## src/rtl/sop_lut_seq_if.sv

```systemverilog
// Bundle of the evaluation, serial-load and sweep signals of sop_lut_seq.
// master drives the inputs (software/bench side); slave is the function block.
interface sop_lut_seq_if #(
  parameter int unsigned N = 4
) ();
  logic [N-1:0] eval_in;
  logic         s;
  logic         load_en;
  logic         load_bit;
  logic         sweep_start;
  logic         sweep_busy;
  logic         sweep_valid;
  logic [N-1:0] sweep_idx;
  logic         sweep_s;
  logic         sweep_done;
  logic [N:0]   ones_count;

  modport master (
    output eval_in, load_en, load_bit, sweep_start,
    input  s, sweep_busy, sweep_valid, sweep_idx, sweep_s, sweep_done, ones_count
  );

  modport slave (
    input  eval_in, load_en, load_bit, sweep_start,
    output s, sweep_busy, sweep_valid, sweep_idx, sweep_s, sweep_done, ones_count
  );
endinterface

```

## src/rtl/sop_lut_seq.sv

```systemverilog
// N-input Boolean function held in a serially reloadable truth table, with a registered
// evaluation output and a sweep engine that streams every minterm and counts the ones.
module sop_lut_seq #(
  parameter int unsigned         N    = 4,
  parameter logic [(2**N)-1:0]   INIT = 16'h7310
) (
  input logic          clk,
  input logic          rst_n,
  sop_lut_seq_if.slave bus
);
  localparam int unsigned  Size    = 2 ** N;
  localparam logic [N-1:0] LastIdx = N'(Size - 1);

  typedef enum logic [1:0] {StIdle, StSweep, StDone} state_e;

  state_e            state_q, state_d;
  logic [Size-1:0]   tbl_q, tbl_d;
  logic [N-1:0]      idx_q, idx_d;
  logic [N:0]        cnt_q, cnt_d;
  logic              s_q;

  always_comb begin
    state_d = state_q;
    tbl_d   = tbl_q;
    idx_d   = idx_q;
    cnt_d   = cnt_q;
    unique case (state_q)
      StIdle: begin
        // A start beats a simultaneous load: no shift on that edge.
        if (bus.sweep_start) begin
          idx_d   = '0;
          cnt_d   = '0;
          state_d = StSweep;
        end else if (bus.load_en) begin
          tbl_d = {bus.load_bit, tbl_q[Size-1:1]};
        end
      end
      StSweep: begin
        cnt_d = cnt_q + {{N{1'b0}}, tbl_q[idx_q]};
        if (idx_q == LastIdx) begin
          state_d = StDone;
        end else begin
          idx_d = idx_q + 1'b1;
        end
      end
      StDone: state_d = StIdle;
      default: state_d = StIdle;
    endcase
  end

  always_ff @(posedge clk) begin
    if (!rst_n) begin
      state_q <= StIdle;
      tbl_q   <= INIT;
      idx_q   <= '0;
      cnt_q   <= '0;
      s_q     <= 1'b0;
    end else begin
      state_q <= state_d;
      tbl_q   <= tbl_d;
      idx_q   <= idx_d;
      cnt_q   <= cnt_d;
      s_q     <= tbl_q[bus.eval_in];
    end
  end

  always_comb begin
    bus.s           = s_q;
    bus.sweep_busy  = (state_q == StSweep);
    bus.sweep_valid = (state_q == StSweep);
    bus.sweep_idx   = (state_q == StSweep) ? idx_q : '0;
    bus.sweep_s     = (state_q == StSweep) & tbl_q[idx_q];
    bus.sweep_done  = (state_q == StDone);
    bus.ones_count  = cnt_q;
  end
endmodule

```

## src/flat_wrapper.sv

```systemverilog
// flat-port wrapper written by rule: the top's interface ports become plain ports
module sop_lut_seq_flat 
#(
  parameter int unsigned         N    = 4,
  parameter logic [(2**N)-1:0]   INIT = 16'h7310
)
  (clk, rst_n, bus_eval_in, bus_load_en, bus_load_bit, bus_sweep_start, bus_s, bus_sweep_busy, bus_sweep_valid, bus_sweep_idx, bus_sweep_s, bus_sweep_done, bus_ones_count);
  sop_lut_seq_if #(.N(N)) bus_i ();
  input logic clk;
  input logic rst_n;
  input wire logic [$bits(bus_i.eval_in)-1:0] bus_eval_in;
  input wire logic [$bits(bus_i.load_en)-1:0] bus_load_en;
  input wire logic [$bits(bus_i.load_bit)-1:0] bus_load_bit;
  input wire logic [$bits(bus_i.sweep_start)-1:0] bus_sweep_start;
  output wire logic [$bits(bus_i.s)-1:0] bus_s;
  output wire logic [$bits(bus_i.sweep_busy)-1:0] bus_sweep_busy;
  output wire logic [$bits(bus_i.sweep_valid)-1:0] bus_sweep_valid;
  output wire logic [$bits(bus_i.sweep_idx)-1:0] bus_sweep_idx;
  output wire logic [$bits(bus_i.sweep_s)-1:0] bus_sweep_s;
  output wire logic [$bits(bus_i.sweep_done)-1:0] bus_sweep_done;
  output wire logic [$bits(bus_i.ones_count)-1:0] bus_ones_count;
  assign bus_i.eval_in = bus_eval_in;
  assign bus_i.load_en = bus_load_en;
  assign bus_i.load_bit = bus_load_bit;
  assign bus_i.sweep_start = bus_sweep_start;
  assign bus_s = bus_i.s;
  assign bus_sweep_busy = bus_i.sweep_busy;
  assign bus_sweep_valid = bus_i.sweep_valid;
  assign bus_sweep_idx = bus_i.sweep_idx;
  assign bus_sweep_s = bus_i.sweep_s;
  assign bus_sweep_done = bus_i.sweep_done;
  assign bus_ones_count = bus_i.ones_count;
  sop_lut_seq #(.N(N), .INIT(INIT)) u_core (.clk(clk), .rst_n(rst_n), .bus(bus_i));
endmodule
```

## config.mk

```make
export PLATFORM = sky130hd
export DESIGN_NAME = sop_lut_seq_flat
export DESIGN_NICKNAME = d
export VERILOG_FILES = /design/src/rtl/sop_lut_seq_if.sv /design/src/rtl/sop_lut_seq.sv /design/src/flat_wrapper.sv
export SDC_FILE = /design/constraint.sdc
export NUM_CORES = 1
export LEC_CHECK = 0
export CELL_PAD_IN_SITES_DETAIL_PLACEMENT = 0
export CELL_PAD_IN_SITES_GLOBAL_PLACEMENT = 2
export CORE_ASPECT_RATIO = 0.7
export CORE_MARGIN = 4
export CORE_UTILIZATION = 37
export CTS_BUF_LIST = sky130_fd_sc_hd__clkbuf_4
export DETAILED_ROUTE_END_ITERATION = 8
export GPL_TIMING_DRIVEN = 0
export PLACE_DENSITY_LB_ADDON = 0.25
export RECOVER_POWER = 50
export SLEW_MARGIN = 20
export SYNTH_ARGS = -nofsm -noshare
export SYNTH_HDL_FRONTEND = slang
export SYNTH_SLANG_ARGS = --single-unit
```

## constraint.sdc

```tcl
create_clock -name clk -period 7.15 [get_ports clk]
set_clock_uncertainty 0.2 [all_clocks]
set_input_delay 1.0725 -clock clk [delete_from_list [all_inputs] [get_ports clk]]
set_output_delay 1.0725 -clock clk [all_outputs]
set_load 0.03 [all_outputs]
```

After elaboration in Yosys (flattened, before gate mapping). Index checks and enable logic that the tools add are counted.

Bitwise operators: 2. Muxes and demuxes: 13. Equal/unequal tests: 6. Reduce and logical (&&, ||, !) cells: 6. Order comparisons: 2. $add $sub $neg: 2.

Operators with widths (count): two-way mux 4 bit (3); less-than comparator 4 x 5 -> 1 bit (second input constant) (2); case mux 5 bit (2 select lines) (1); binary-select mux 1 bit (select 4 bit) (2); case mux 4 bit (2 select lines) (1); AND reduction 3 bit (2); adder 5 x 1 -> 5 bit (1); two-way mux 5 bit (1); adder 4 x 1 -> 4 bit (second input constant) (1); == test 4 bit (second input constant) (1); two-way mux 2 bit (2); != test 2 bit (second input constant) (2); case mux 2 bit (2 select lines) (1); AND reduction 2 bit (2); == test 2 x 1 -> 1 bit (second input constant) (1); == test 2 bit (second input constant) (1); logical NOT 2 bit (1); two-way mux 1 bit (2); != test 2 x 1 -> 1 bit (second input constant) (1); nonzero test 2 bit (1); bitwise AND 1 bit (1); NOT 1 bit (1).

Input port bits: 9. Register bits: 28. Logic and storage cells: 36. Output and inout bits: 14.

Longest topological paths before layout.
Word-level depth: 4. Gate-level depth with buffers: 11. Mapped depth without buffers: 10.

Least setup slack after synthesis. Ideal clock, no wire load.

Path kind: flip-flop to output port. Start point: register u_core.idx_q[0]. End point: output port bus_sweep_s. Cell stages (with the launch flop): 6. Arrival time: 1624 ps. Path slack: 4254 ps. Buffers on the path: 1. Required time: 5878 ps. Path through: dfxtp_1 > buf_6 > mux4_2 > nor2b_4 > a211oi_2 > nor3_1.

Word-level cells in the longest chain between the ends: 3.

Ends and longest elaborated chain: start: declaration (line sop_lut_seq.sv:18) `logic [N-1:0] idx_q, idx_d;`; start signal: assignment (line sop_lut_seq.sv:61) `idx_q <= idx_d;`; binary-select mux 1 bit (select 4 bit) (line sop_lut_seq.sv:72) `bus.sweep_s = (state_q == StSweep) & tbl_q[idx_q];`; two-way mux 1 bit (implied by the code) (line sop_lut_seq.sv:72); bitwise AND 1 bit (line sop_lut_seq.sv:72); end: declaration (line flat_wrapper.sv:19) `output wire logic [$bits(bus_i.sweep_s)-1:0] bus_sweep_s;`.

Every way passes these cells. The select of a mux whose other input is x is not followed.

Final worst setup path. Ends and elaborated chain as after synthesis.

==> impl_results.rst <==
.. list-table::
   :header-rows: 1

   * - Metric
     - Value
   * - Number of distinct library cells after synthesis
     - 34
   * - Synth Register Bits
     - 28
   * - Cell area after synthesis
     - 1470 um2
   * - Vias after detailed routing
     - 1207
   * - Post-synthesis async set-or-reset flop share
     - 0%
   * - Cell taking the most area after synthesis
     - dfxtp_1
   * - Total count of max-transition violations in the final report
     - 0
   * - Fill cell instance count of the final layout
     - 364
   * - Largest net degree at the start of global routing
     - 15
   * - Switching share of total power
     - 26.3%
   * - Starting density of the core
     - 40.0%
   * - Antenna-violating nets left
     - 0
   * - Post-layout net count
     - 193
   * - Sequential power share
     - 60.7%
   * - Ranking of synthesized cells by instance count
     - nand2_1 (37), dfxtp_1 (28), a21boi_0 (10)
   * - Num CTS Buffers
     - 3
   * - Type of the worst min-delay path
     - flop to flop
   * - Die X-Extent
     - 83.3 um
   * - Number of flops mapped to enable cells by yosys
     - 0
   * - Critical path fanouts, max
     - 7
   * - Total global-route track usage
     - 13.8%
   * - Met1 capacity usage during global routing
     - 20.0%
   * - Unrepaired setup endpoints after global routing
     - false
   * - Most crowded layer after global routing
     - met2
   * - Wire length of the first global-routing pass
     - 5.44 mm
   * - Tightest slew margin relative to the limit
     - 14.3%
   * - Leading cell types by total area after synthesis
     - dfxtp_1 (38%), nand2_1 (9.5%), mux4_2 (7.7%)
   * - Total number of placement rows
     - 18
   * - Most common cell in the netlist
     - nand2_1
   * - DR vias/cell
     - between 5 and 6
   * - CTS tree
     - yes
   * - Hold_buf cts
     - 0
   * - Grt met3 use
     - 4.07%
   * - Post-place instance area
     - between 1500 and 2000 um2
   * - Top cell family by delay on the critical path
     - buffers and inverters
   * - Floorplan die height
     - 60.7 um
   * - Average size of a mapped cell
     - 9.54 um2
   * - Insertion delay to the later sink of the worst-skew pair
     - 330 ps
   * - Area added between synthesis and finish
     - 19.0%
   * - Setup violations, final
     - 0
   * - Area share of the leading cell type in the synthesized netlist
     - 38.2%
   * - Share of total power in the clock network
     - 23.8%
   * - Slowest cell on the critical path
     - clkdlybuf4s50_1
   * - Grt ovf
     - 0
   * - Clock H-tree levels
     - 1
   * - Via count of the first global-routing pass
     - around 1100
   * - Endpoint type of the worst setup path
     - output pin
   * - Arrival time at the worst endpoint
     - 2690 ps
   * - Start of the worst register-to-register path
     - u_core.idx_q[0]
   * - Worst Path Required
     - ~5900 ps
   * - Total DRC errors in the routed layout
     - 0
   * - Run status
     - finished, final reports clean
   * - Aggregate negative setup slack
     - 0 ps
   * - Max Freq
     - 252 MHz
   * - Power density cells
     - 156 nW/um2
   * - Placeable Area
     - 3670 um2
   * - Die ar.
     - 5060 um2
   * - Number of top-level pins
     - 23
   * - Inserted Diodes
     - 0
   * - Detailed-route wire length
     - approximately 3.3 mm
   * - Count of maximum capacitance violations
     - 0
   * - Core utilization of the finished layout
     - 47.6%
   * - Number of resized instances in the post-cts repair step
     - 0
   * - Placed wire-length estimate
     - approximately 2.5 mm
   * - Final count of hold timing violations
     - 0
   * - VDD IR-drop max
     - 0.0000753 V
   * - Delay of the slowest cell on the worst path
     - 600 ps
   * - Synth Flop Type
     - dfxtp_1
   * - Sequential fraction of the synthesis area
     - 38.2%
   * - Final Wtd Congestion
     - ~0.80
   * - Internal power consumption
     - 0.202 mW
   * - Clock-pin slew reported for the worst setup and hold paths after clock tree synthesis
     - ~150 ps
   * - Nature of the critical path startpoint
     - flop
   * - Total non-filler cell area in the finished layout
     - 1750 um2
   * - Slew @ Worst Pin
     - approximately 1300 ps
   * - Cell Chain, Critical Path
     - clkbuf_1 > mux4_2 > nor2b_4 > a211oi_2 > nor3_1 > clkdlybuf4s50_1
   * - Switching power
     - 0.0719 mW
   * - Crit path buffers/inverters
     - 2
   * - Pleak
     - about 0.63 nW
   * - Buffer depth of the longest clock path
     - 2
   * - Antenna violations before repair
     - 0
   * - Setup CP Type
     - flop to output pin
   * - Global Route met2 Usage
     - 20.7%
   * - Gate Count Post-Synth
     - 154
   * - TritonCTS sink count
     - 28
   * - Gate power share
     - around 16%
   * - Post-layout minimum cycle time
     - about 4000 ps
   * - Initial detailed-routing violation count
     - roughly 100
   * - Period Utilization, post-route
     - 55.4%
   * - Post-CTS repair timing setup buffer count
     - 0
   * - Post-synth net total
     - ~170
   * - Cell at the root of the clock tree
     - clkbuf_4
   * - First element of the critical path
     - u_core.idx_q[0]
   * - Count of warnings emitted by yosys
     - 0
   * - Source of the worst hold timing path
     - u_core.tbl_q[11]
   * - Drt wl/cell
     - between 10 and 15 um
   * - Number of detailed-routing iterations run before antenna repair
     - 5
   * - IO buf count
     - 22
   * - Share of post-route cells with drive strength above 1
     - approximately a tenth
## per-layer routing
layer	part of all wire, %	up-vias
met5	0	-
met4	0.52	0
met3	5.9	2
met2	41	31
met1	52	587
li1	-	587
## power by group through the flow
stage | clock [mW] | combinational [mW] | sequential, mW
2_1_floorplan | 0 | 0.0283 | 0.169
3_3_place_gp | 0 | 0.0438 | 0.169
3_5_place_dp | 0 | 0.0445 | 0.169
4_1_cts | 0.0679 | 0.0446 | 0.166
5_1_grt | 0.0733 | 0.0465 | 0.167
6_report | 0.0651 | 0.0423 | 0.166
## area by class of cell
cell class	instances	area [um2]	share of cell area (%)
Multi-Input combinational cell	117	836	47.8
Clock buffer	3	22.5	1.29
Sequential cell	28	561	32.1
Buffer	7	38.8	2.22
Timing Repair Buffer	22	220	12.6
Tap cell	50	62.6	3.58
Inverter	2	7.51	0.429
## flip-flops by register name (all words and copies together) (netlist names)
register,cells
u_core.tbl_q,16
u_core.state_q,2
u_core.bus.ones_count,5
u_core.idx_q,4
u_core.bus.s,1
## through the flow
step	power (mW)	hold slack, ps	std cells	setup slack [ps]
2_1_floorplan	0.197	251	154	4250
3_3_place_gp	0.213	266	226	3850
3_5_place_dp	0.214	281	226	3840
4_1_cts	0.279	300	229	3440
5_1_grt	0.287	316	229	3060
6_report	0.273	299	229	3190
## worst paths after layout
kind,end,slack [ps],depth (start not counted)
worst max-delay path,bus_sweep_s,3190,6
worst min-delay path,u_core.tbl_q[11],300,2
worst max register to register,u_core.bus.ones_count[4],4050,11
worst min register to register,u_core.tbl_q[11],300,2
## worst min-delay path: stages, from the launching register on
cell,delay [ps]
dfxtp_1,350
nand2_1,50
a21boi_0,60
## placed cells by master (no fill, tap or decap), drive strengths merged, types with 2 or more instances in the layout
master         count
a21boi            10
and3               2
mux2i              3
clkbuf             7
nor2b              7
and2               6
buf                3
a211oi             3
inv                2
nor2               9
a22oi              4
ha                 3
mux4               8
clkdlybuf4s50     19
nand2             37
mux2               2
o22ai              2
xnor2              3
dlygate4sd3        3
nand2b             2
nand3              9
dfxtp             28
## cells by family (layout without fill, tap and decap cells)
| logic type | after synthesis | after routing | share of synthesized area (%) |
|---|---|---|---|
| simple gates | 76 | 76 | 25.6 |
| xor+xnor | 4 | 4 | 2.39 |
| mux | 13 | 13 | 16.6 |
| compound gates | 21 | 21 | 10.7 |
| buf+inv | 9 | 34 | 3.92 |
| fa+ha+maj | 3 | 3 | 2.56 |
| flops | 28 | 28 | 38.2 |
(Power assumes the default switching activity.)
